**src/rtl/regfile_write_arbiter.sv**
```systemverilog
// regfile_write_arbiter: round-robin arbiter for the register file's single write
// port (WE3/A3/WD3). Requester 0 is ALU writeback and requester 1 is load
// writeback. A lock mode gives one requester back-to-back grants, and writes
// aimed at the PC address (2**N-1) are accepted but then dropped.
// Optional feature macro: RF_BYPASS_EN adds the same-cycle read bypass ports.
module regfile_write_arbiter #(
    parameter int N = 4,
    parameter int M = 32
) (
    input  logic             clk,
    input  logic             reset,
    input  logic             req0_valid,
    input  logic             req0_lock,
    input  logic [N-1:0]     req0_addr,
    input  logic [M-1:0]     req0_data,
    output logic             req0_ready,
    input  logic             req1_valid,
    input  logic             req1_lock,
    input  logic [N-1:0]     req1_addr,
    input  logic [M-1:0]     req1_data,
    output logic             req1_ready,
    output logic             WE3,
    output logic [N-1:0]     A3,
    output logic [M-1:0]     WD3,
    output logic [2**N-1:0]  pending_mask,
    output logic             illegal_wr,
`ifdef RF_BYPASS_EN
    input  logic [N-1:0]     rd_a1,
    input  logic [N-1:0]     rd_a2,
    output logic             byp1,
    output logic             byp2,
    output logic [M-1:0]     byp_data,
`endif
    output logic             last_grant
);

    typedef enum logic [1:0] {
        IDLE  = 2'd0,
        LOCK0 = 2'd1,
        LOCK1 = 2'd2
    } state_t;

    localparam logic [N-1:0] PC_ADDR = {N{1'b1}};

    state_t         state_r;
    logic           rdy0_s;
    logic           rdy1_s;
    logic           xfer0_s;
    logic           xfer1_s;
    logic           xfer_s;
    logic [N-1:0]   sel_addr_s;
    logic [M-1:0]   sel_data_s;
    logic           sel_lock_s;

    // Ready generation: depends only on state, last grant and the valids.
    always_comb begin
        rdy0_s = 1'b0;
        rdy1_s = 1'b0;
        if (reset) begin
            rdy0_s = 1'b0;
            rdy1_s = 1'b0;
        end else begin
            case (state_r)
                IDLE: begin
                    if (req0_valid && req1_valid) begin
                        if (last_grant == 1'b1) begin
                            rdy0_s = 1'b1;
                        end else begin
                            rdy1_s = 1'b1;
                        end
                    end else begin
                        rdy0_s = req0_valid;
                        rdy1_s = req1_valid;
                    end
                end
                LOCK0: rdy0_s = req0_valid;
                LOCK1: rdy1_s = req1_valid;
                default: begin
                    rdy0_s = 1'b0;
                    rdy1_s = 1'b0;
                end
            endcase
        end
    end

    assign req0_ready = rdy0_s;
    assign req1_ready = rdy1_s;
    assign xfer0_s    = req0_valid && rdy0_s;
    assign xfer1_s    = req1_valid && rdy1_s;
    assign xfer_s     = xfer0_s || xfer1_s;

    // Mux the granted requester's payload onto the write path.
    always_comb begin
        sel_addr_s = req0_addr;
        sel_data_s = req0_data;
        sel_lock_s = req0_lock;
        if (xfer1_s) begin
            sel_addr_s = req1_addr;
            sel_data_s = req1_data;
            sel_lock_s = req1_lock;
        end else begin
            sel_addr_s = req0_addr;
            sel_data_s = req0_data;
            sel_lock_s = req0_lock;
        end
    end

    // Arbitration FSM plus registered write-port and status outputs.
    always_ff @(posedge clk) begin
        if (reset) begin
            state_r    <= IDLE;
            WE3        <= 1'b0;
            A3         <= {N{1'b0}};
            WD3        <= {M{1'b0}};
            illegal_wr <= 1'b0;
            last_grant <= 1'b1;
        end else begin
            if (xfer_s) begin
                last_grant <= xfer1_s;
                if (sel_addr_s == PC_ADDR) begin
                    // PC is loaded elsewhere: drop the write, keep A3/WD3.
                    WE3        <= 1'b0;
                    illegal_wr <= 1'b1;
                end else begin
                    WE3        <= 1'b1;
                    A3         <= sel_addr_s;
                    WD3        <= sel_data_s;
                    illegal_wr <= 1'b0;
                end
            end else begin
                WE3        <= 1'b0;
                illegal_wr <= 1'b0;
            end

            case (state_r)
                IDLE: begin
                    if (xfer_s && sel_lock_s) begin
                        state_r <= xfer1_s ? LOCK1 : LOCK0;
                    end else begin
                        state_r <= IDLE;
                    end
                end
                LOCK0: begin
                    if (xfer0_s && !req0_lock) begin
                        state_r <= IDLE;
                    end else begin
                        state_r <= LOCK0;
                    end
                end
                LOCK1: begin
                    if (xfer1_s && !req1_lock) begin
                        state_r <= IDLE;
                    end else begin
                        state_r <= LOCK1;
                    end
                end
                default: state_r <= IDLE;
            endcase
        end
    end

    // One-hot of the in-flight write address for read-side stall logic.
    always_comb begin
        pending_mask = {(2**N){1'b0}};
        if (WE3) begin
            pending_mask[A3] = 1'b1;
        end else begin
            pending_mask = {(2**N){1'b0}};
        end
    end

`ifdef RF_BYPASS_EN
    assign byp1     = WE3 && (A3 == rd_a1);
    assign byp2     = WE3 && (A3 == rd_a2);
    assign byp_data = WD3;
`endif

endmodule

```
**config.mk**
```make
export PLATFORM = sky130hd
export DESIGN_NAME = regfile_write_arbiter
export DESIGN_NICKNAME = d
export VERILOG_FILES = /design/src/rtl/regfile_write_arbiter.sv
export SDC_FILE = /design/constraint.sdc
export NUM_CORES = 1
export LEC_CHECK = 0
export ABC_AREA = 0
export BUFFER_PORTS_ARGS = -buffer_cell sky130_fd_sc_hd__buf_2
export CAP_MARGIN = 20
export CORE_MARGIN = 2
export CORE_UTILIZATION = 44
export DETAILED_ROUTE_END_ITERATION = 10
export GPL_TIMING_DRIVEN = 0
export PLACE_DENSITY = 0.8
export SETUP_SLACK_MARGIN = 0.2
export SLEW_MARGIN = 20
export SYNTH_ARGS = -nofsm -noshare
export SYNTH_HDL_FRONTEND = slang
export SYNTH_SLANG_ARGS = --single-unit
```
**constraint.sdc**
```tcl
create_clock -name clk -period 3.5 [get_ports clk]
set_input_delay 1.05 -clock clk [delete_from_list [all_inputs] [get_ports clk]]
set_output_delay 1.05 -clock clk [all_outputs]
set_load 0.1 [all_outputs]
```
==> results.sh, run 1 <==
export IMPL_status="complete, no violations"
export IMPL_gp_congestion=0.825
export IMPL_dpl_cell_area_um2=3190
export IMPL_reg2reg_depth=8
export IMPL_crit_fanout=3
export IMPL_viasPerCell=5.23
export IMPL_rr_startpoint="state_r[0]"
export IMPL_dr_pass1_iters=4
export IMPL_core_um2=5200
export IMPL_hp_class="flip-flop to flip-flop"
export IMPL_postRouteAntennaNets=0
export IMPL_vdd_drop_max_uv=284
export IMPL_slew_headroom_pct=49.1
export IMPL_gr_usage_all_layers_pct=24.1
export IMPL_drc=0
export IMPL_synth_area_per_cell_um2=8.29
export IMPL_fin_skew_ns=0.00856
export IMPL_yosysSeqAreaShare_pct=34.1
export IMPL_ys_seq_elements=41
export IMPL_syn_inst=290
export IMPL_critPathBufInv=6
export IMPL_pin_count=135
export IMPL_port_buffers=133
export IMPL_fin_area_um2=3420
export IMPL_rsz0062_at_grt="yes"
export IMPL_initial_core_util_pct=46.2
export IMPL_r2r_end="WD3[9]"
export IMPL_crit_type="input pin to output port"
export IMPL_reg2reg_setup_slack_ns=1.23
export IMPL_hp_start="WD3[11]"
export IMPL_grt_pass1_vias=2532
export IMPL_hold_violations=0
export IMPL_period_minus_slack_ns=3.42
export IMPL_yosysWarnings=0
export IMPL_cp_start_kind="input pin"
export IMPL_htreeDepth=2
export IMPL_slew_viol_final=0
export IMPL_dieWidth_um=77.9
export IMPL_drt_total_wl_mm=7.35
export IMPL_ys_types=29
export IMPL_num_antenna_cells=0
export IMPL_cts_root_buf="clkbuf_8"
export IMPL_maxCapViolCount=0
export IMPL_power_density_nw_per_um2=481
export IMPL_die_h_um=77.9
export IMPL_cp_arrival_ns=2.37
export IMPL_clk_pin_slew_worst_paths_ns=0.07
export IMPL_utilization_pct=65.6
export IMPL_finalCritPeriodShare_pct=97.7
export IMPL_cts_buffer_depth=2
export IMPL_fin_setup_tns_ns=0
export IMPL_power_total_mw=1.64
export IMPL_slowest_delay_ns=0.37
export IMPL_drive_gt1_share_pct=42.6
export IMPL_critPathRequiredTime_ns=2.45
export IMPL_cp_slowest_cell="or3b_4"
export IMPL_holdPathEnd="WD3[11]"
export IMPL_grt_pass1_wl_mm=11.9
export IMPL_fmax_mhz=292
export IMPL_drtIter0Drc=127
export IMPL_clk_latency_ns=0.29
export IMPL_netlist_area_um2=2400
export IMPL_critPathCaptureType="output port"
export IMPL_vias=2654
export IMPL_overflow=0
export IMPL_final_nets=514
export IMPL_antenna_found_initial=0
export IMPL_setup_viol=0
export IMPL_syn_nets=368
export IMPL_wl_per_cell_um=14.5
export IMPL_die_area_um2=6070
export IMPL_dp_hpwl_mm=5.33
export IMPL_hold_path_depth=2
export IMPL_areaGrowthSynthToFinish_pct=42.2
export IMPL_numCtsBuffers=5
export IMPL_cp_top_family="buffers and inverters"
export IMPL_cts_tree="yes"
export IMPL_cts_sinks=41
export IMPL_grt_max_degree=14
export IMPL_crit_chain="buf_8 > or3b_4 > buf_6 > or2_4 > buf_8 > buf_12 > clkinvlp_4 > buf_12"
export IMPL_rows=26
export IMPL_tightest_slew_ns=0.763
export IMPL_leakage_nw=1.72
export IMPL_ctsHoldBuffers=0
==> timing repair <==
item	4_1_cts	5_1_grt
resized for setup	10	3
endpoints found under the setup margin	1	1
pin swaps	1	2
setup buffers	3	3
==> layout by cell type (no fill, tap or decap), types with 2 or more instances in the layout <==
cell type,count
a21o_1,32
a21oi_1,2
a221oi_1,17
a221oi_2,19
and4_1,2
buf_1,2
buf_12,2
buf_2,133
buf_4,7
buf_6,4
buf_8,2
bufinv_16,2
clkbuf_1,21
clkbuf_8,5
dfxtp_1,41
inv_1,36
mux2i_1,6
nand2_1,4
nand2b_1,2
nand3_1,4
nor2_1,44
nor3_2,5
nor4_1,32
==> synthesized netlist by cell type <==
library cell / number / share of area [%]
a211oi_1: 1 / 0.31
a21boi_0: 1 / 0.31
a21o_1: 32 / 10
a21oi_1: 2 / 0.42
a221oi_1: 17 / 6.2
a221oi_2: 19 / 12
and3b_1: 1 / 0.36
and4_1: 2 / 0.73
buf_1: 2 / 0.31
buf_2: 3 / 0.62
buf_4: 1 / 0.31
buf_6: 4 / 1.9
clkbuf_1: 21 / 3.3
clkbuf_2: 1 / 0.21
dfxtp_1: 41 / 34
inv_1: 37 / 5.8
inv_2: 1 / 0.16
mux2i_1: 6 / 2.5
nand2_1: 4 / 0.62
nand2b_1: 2 / 0.52
nand3_1: 4 / 0.83
nand3_2: 1 / 0.42
nor2_1: 44 / 6.9
nor3_1: 6 / 1.2
nor3b_1: 1 / 0.31
nor4_1: 32 / 8.3
o21ai_2: 1 / 0.36
or2_4: 1 / 0.36
or3b_1: 2 / 0.73
==> routing by layer <==
| metal | wire length, um | GRT usage, % | vias up |
|---|---|---|---|
| met5 | 0 | 0 | - |
| met4 | 93 | 7.02 | 0 |
| met3 | 485 | 4.88 | 8 |
| met2 | 3480 | 40.9 | 96 |
| met1 | 3290 | 30.8 | 1208 |
| li1 | - | - | 1342 |
==> logic make-up (layout without fill, tap and decap cells) <==
family                 after synthesis  after routing  synth area share [%]
AOI/OAI and AO/OA                   73             73                  29.5
buffers and inverters               70            217                  12.5
DFF                                 41             41                  34.1
muxes                                6              6                  2.50
and+or+nand+nor                    100            100                  21.3
==> stage by stage <==
step	std cells	worst slack [ns]	hold WS (ns)
4_1_cts	504	0.0450	0.461
3_5_place_dp	493	-0.278	0.449
3_3_place_gp	493	-0.266	0.445
5_1_grt	507	0.0575	0.478
6_report	507	0.0799	0.458
2_1_floorplan	290	-0.206	0.447
==> worst reg2reg max path, stage by stage (launching register included) <==
cell and delay (ns):
dfxtp_1 0.36, or3b_4 0.42, buf_6 0.13, buf_4 0.12, buf_4 0.15, or3b_1 0.39, nand3_2 0.23, buf_4 0.23
a221oi_1 0.10
==> sequential cells by signal, summed over array words and instances, names as in the netlist <==
register,cells
state_r,2
WD3,32
last_grant,1
illegal_wr,1
A3,4
WE3,1
==> where the power goes <==
part           switching, mW  internal (mW)  total (mW)
Combinational          0.492          0.166       0.658
Clock                  0.168          0.283       0.452
Sequential            0.0262          0.508       0.534
Total                  0.687          0.957        1.64
==> final cells by class <==
class                   instances  area [um2]
multi-input cells             179        1310
fillers                       475        1790
well taps                      70        87.6
clock inverters                 3        65.1
flip-flops and latches         41         821
inverters                      38         146
plain buffers                  32         188
repair buffers                139         732
clock buffers                   5        68.8
==> how the worst max path moves through the flow <==
stage | start | end | slack [ns] | cells after the start
finish | reset | req1_ready | 0.08 | 8
floorplan | A3[1] | pending_mask[11] | -0.21 | 2
detailed placement | reset | req1_ready | -0.28 | 8
global route | reset | req1_ready | 0.06 | 8
CTS | reset | req1_ready | 0.04 | 8
global placement | reset | req1_ready | -0.27 | 8
Power figures use the tool's default switching activity.
==> run 2, diff against run 1 <==
--- a/config.mk
+++ b/config.mk
@@ -13,6 +13,7 @@
 export DETAILED_ROUTE_END_ITERATION = 10
 export GPL_TIMING_DRIVEN = 0
 export PLACE_DENSITY = 0.8
+export REMOVE_ABC_BUFFERS = 1
 export SETUP_SLACK_MARGIN = 0.2
 export SLEW_MARGIN = 20
 export SYNTH_ARGS = -nofsm -noshare
==> results.sh, run 2 (synthesis gave the netlist of run 1 again) <==
export IMPL_slew_viol_final=0
export IMPL_vdd_drop_max_uv=215
export IMPL_antenna_found_initial=0
export IMPL_areaGrowthSynthToFinish_pct=36.0
export IMPL_htreeDepth=2
export IMPL_fmax_mhz=308
export IMPL_rsz0062_at_grt="no"
export IMPL_pin_count=135
export IMPL_critPathCaptureType="output port"
export IMPL_cp_start_kind="input pin"
export IMPL_reg2reg_depth=6
export IMPL_postRouteAntennaNets=0
export IMPL_dr_pass1_iters=4
export IMPL_reg_largest_list="WD3: 32 flops, A3: 4 flops, state_r: 2 flops"
export IMPL_cts_buffer_depth=2
export IMPL_clk_latency_ns=0.29
export IMPL_cts_tree="yes"
export IMPL_num_antenna_cells=0
export IMPL_largest_reg_flops=32
export IMPL_final_common_cell="buf_2"
export IMPL_setup_viol=0
export IMPL_vias=2640
export IMPL_place_ws_ns=-1.11
export IMPL_holdPathEnd="WD3[22]"
export IMPL_leakage_nw=1.66
export IMPL_reg2reg_setup_slack_ns=0.87
export IMPL_grt_pass1_vias=2446
export IMPL_drt_total_wl_mm=7.50
export IMPL_overflow=0
export IMPL_grt_max_degree=44
export IMPL_numCtsBuffers=5
export IMPL_wl_per_cell_um=15.6
export IMPL_rows=26
export IMPL_hold_violations=0
export IMPL_drtIter0Drc=97
export IMPL_whs_ns=0.462
export IMPL_dieWidth_um=77.9
export IMPL_drive_gt1_share_pct=43.9
export IMPL_crit_type="input pin to output port"
export IMPL_period_minus_slack_ns=3.25
export IMPL_gp_congestion=0.713
export IMPL_grt_pass1_wl_mm=11.4
export IMPL_clk_pin_slew_worst_paths_ns=0.08
export IMPL_port_buffers=134
export IMPL_cts_sinks=41
export IMPL_r2r_end="WD3[2]"
export IMPL_dp_hpwl_mm=4.38
export IMPL_slew_headroom_pct=46.6
export IMPL_largest_register="WD3"
export IMPL_cts_root_buf="clkbuf_8"
export IMPL_ctsHoldBuffers=0
export IMPL_tightest_slew_ns=0.801
export IMPL_gr_usage_all_layers_pct=23.0
export IMPL_hp_class="flip-flop to flip-flop"
export IMPL_core_um2=5200
export IMPL_rr_startpoint="state_r[1]"
export IMPL_initial_core_util_pct=46.2
export IMPL_die_h_um=77.9
export IMPL_die_area_um2=6070
export IMPL_drc=0
export IMPL_cp_arrival_ns=2.20
export IMPL_status="complete, no violations"
export IMPL_viasPerCell=5.50
export IMPL_critPathRequiredTime_ns=2.45
export IMPL_hp_start="WD3[22]"
export IMPL_crit_fanout=43
export IMPL_utilization_pct=62.8
export IMPL_fin_skew_ns=0.00177
export IMPL_finalCritPeriodShare_pct=92.8
export IMPL_power_density_nw_per_um2=467
export IMPL_maxCapViolCount=0
export IMPL_worst_slack_ns=0.253
export IMPL_hold_path_depth=2
export IMPL_final_nets=487
export IMPL_final_cell_mix="buf_2, nor2_1, dfxtp_1"
## run 2: cell count changes in the layout (fill, tap and decap cells not counted), sizes merged
| cell | previous run | this run |
|---|---|---|
| clkbuf | 26 | 7 |
| buf | 150 | 140 |
| bufinv | 2 | 0 |
| or2 | 1 | 3 |
| and3b | 1 | 2 |
| clkinvlp | 1 | 0 |
| inv | 37 | 38 |
| or3b | 2 | 3 |
## run 2: how the worst max path moves through the flow
stage               slack (ns)  depth (start not counted)        from         end
finish                    0.25                          5       reset  req1_ready
global route              0.21                          5       reset  req1_ready
CTS                       0.05                          5       reset  req1_ready
detailed placement       -1.11                          5       reset  req1_ready
global placement         -3.52                          4       reset     WD3[23]
floorplan                -1.78                          4  req0_valid       A3[3]
## run 2: report_power, final
| group | switching (mW) | internal, mW |
|---|---|---|
| clock network | 0.160 | 0.178 |
| registers | 0.0272 | 0.508 |
| logic | 0.493 | 0.160 |
## run 2: per-layer routing
layer  wire [um]  track usage [%]  vias up
met3         521             5.12        4
met2        3660             43.2      108
met4          34             3.86        0
li1            -                -     1301
met5           0                0        -
met1        3290             27.0     1227
## run 2: area by class of cell
class	count	area (um2)
Clock inverter	1	5.00
Clock buffer	7	96.3
Fill cell	497	1940
Timing Repair Buffer	140	786
Inverter	38	143
Multi-Input combinational cell	183	1330
Tap cell	70	87.6
Sequential cell	41	821
## run 2: per-stage QoR
stage               setup TNS (ns)  instance area, um2  cells  power, mW
finish                           0                3270    480       1.53
global route                     0                3270    480       1.59
CTS                              0                3190    474       1.51
detailed placement          -29.97                3040    463       1.17
global placement           -132.55                3000    462       1.15
floorplan                   -72.45                2240    258       1.03
## run 2: what timing repair did
item                                    in CTS  in global routing
pin swaps                                    1                  1
cloned                                       2                  2
gates resized for setup                      7                  6
buffers inserted                             1                  3
endpoints found under the setup margin      40                  1
## run 2: critical path, cell delays in order
cell	delay, ns
buf_12	0.16
or3b_4	0.44
or2_4	0.30
inv_2	0.07
buf_12	0.16
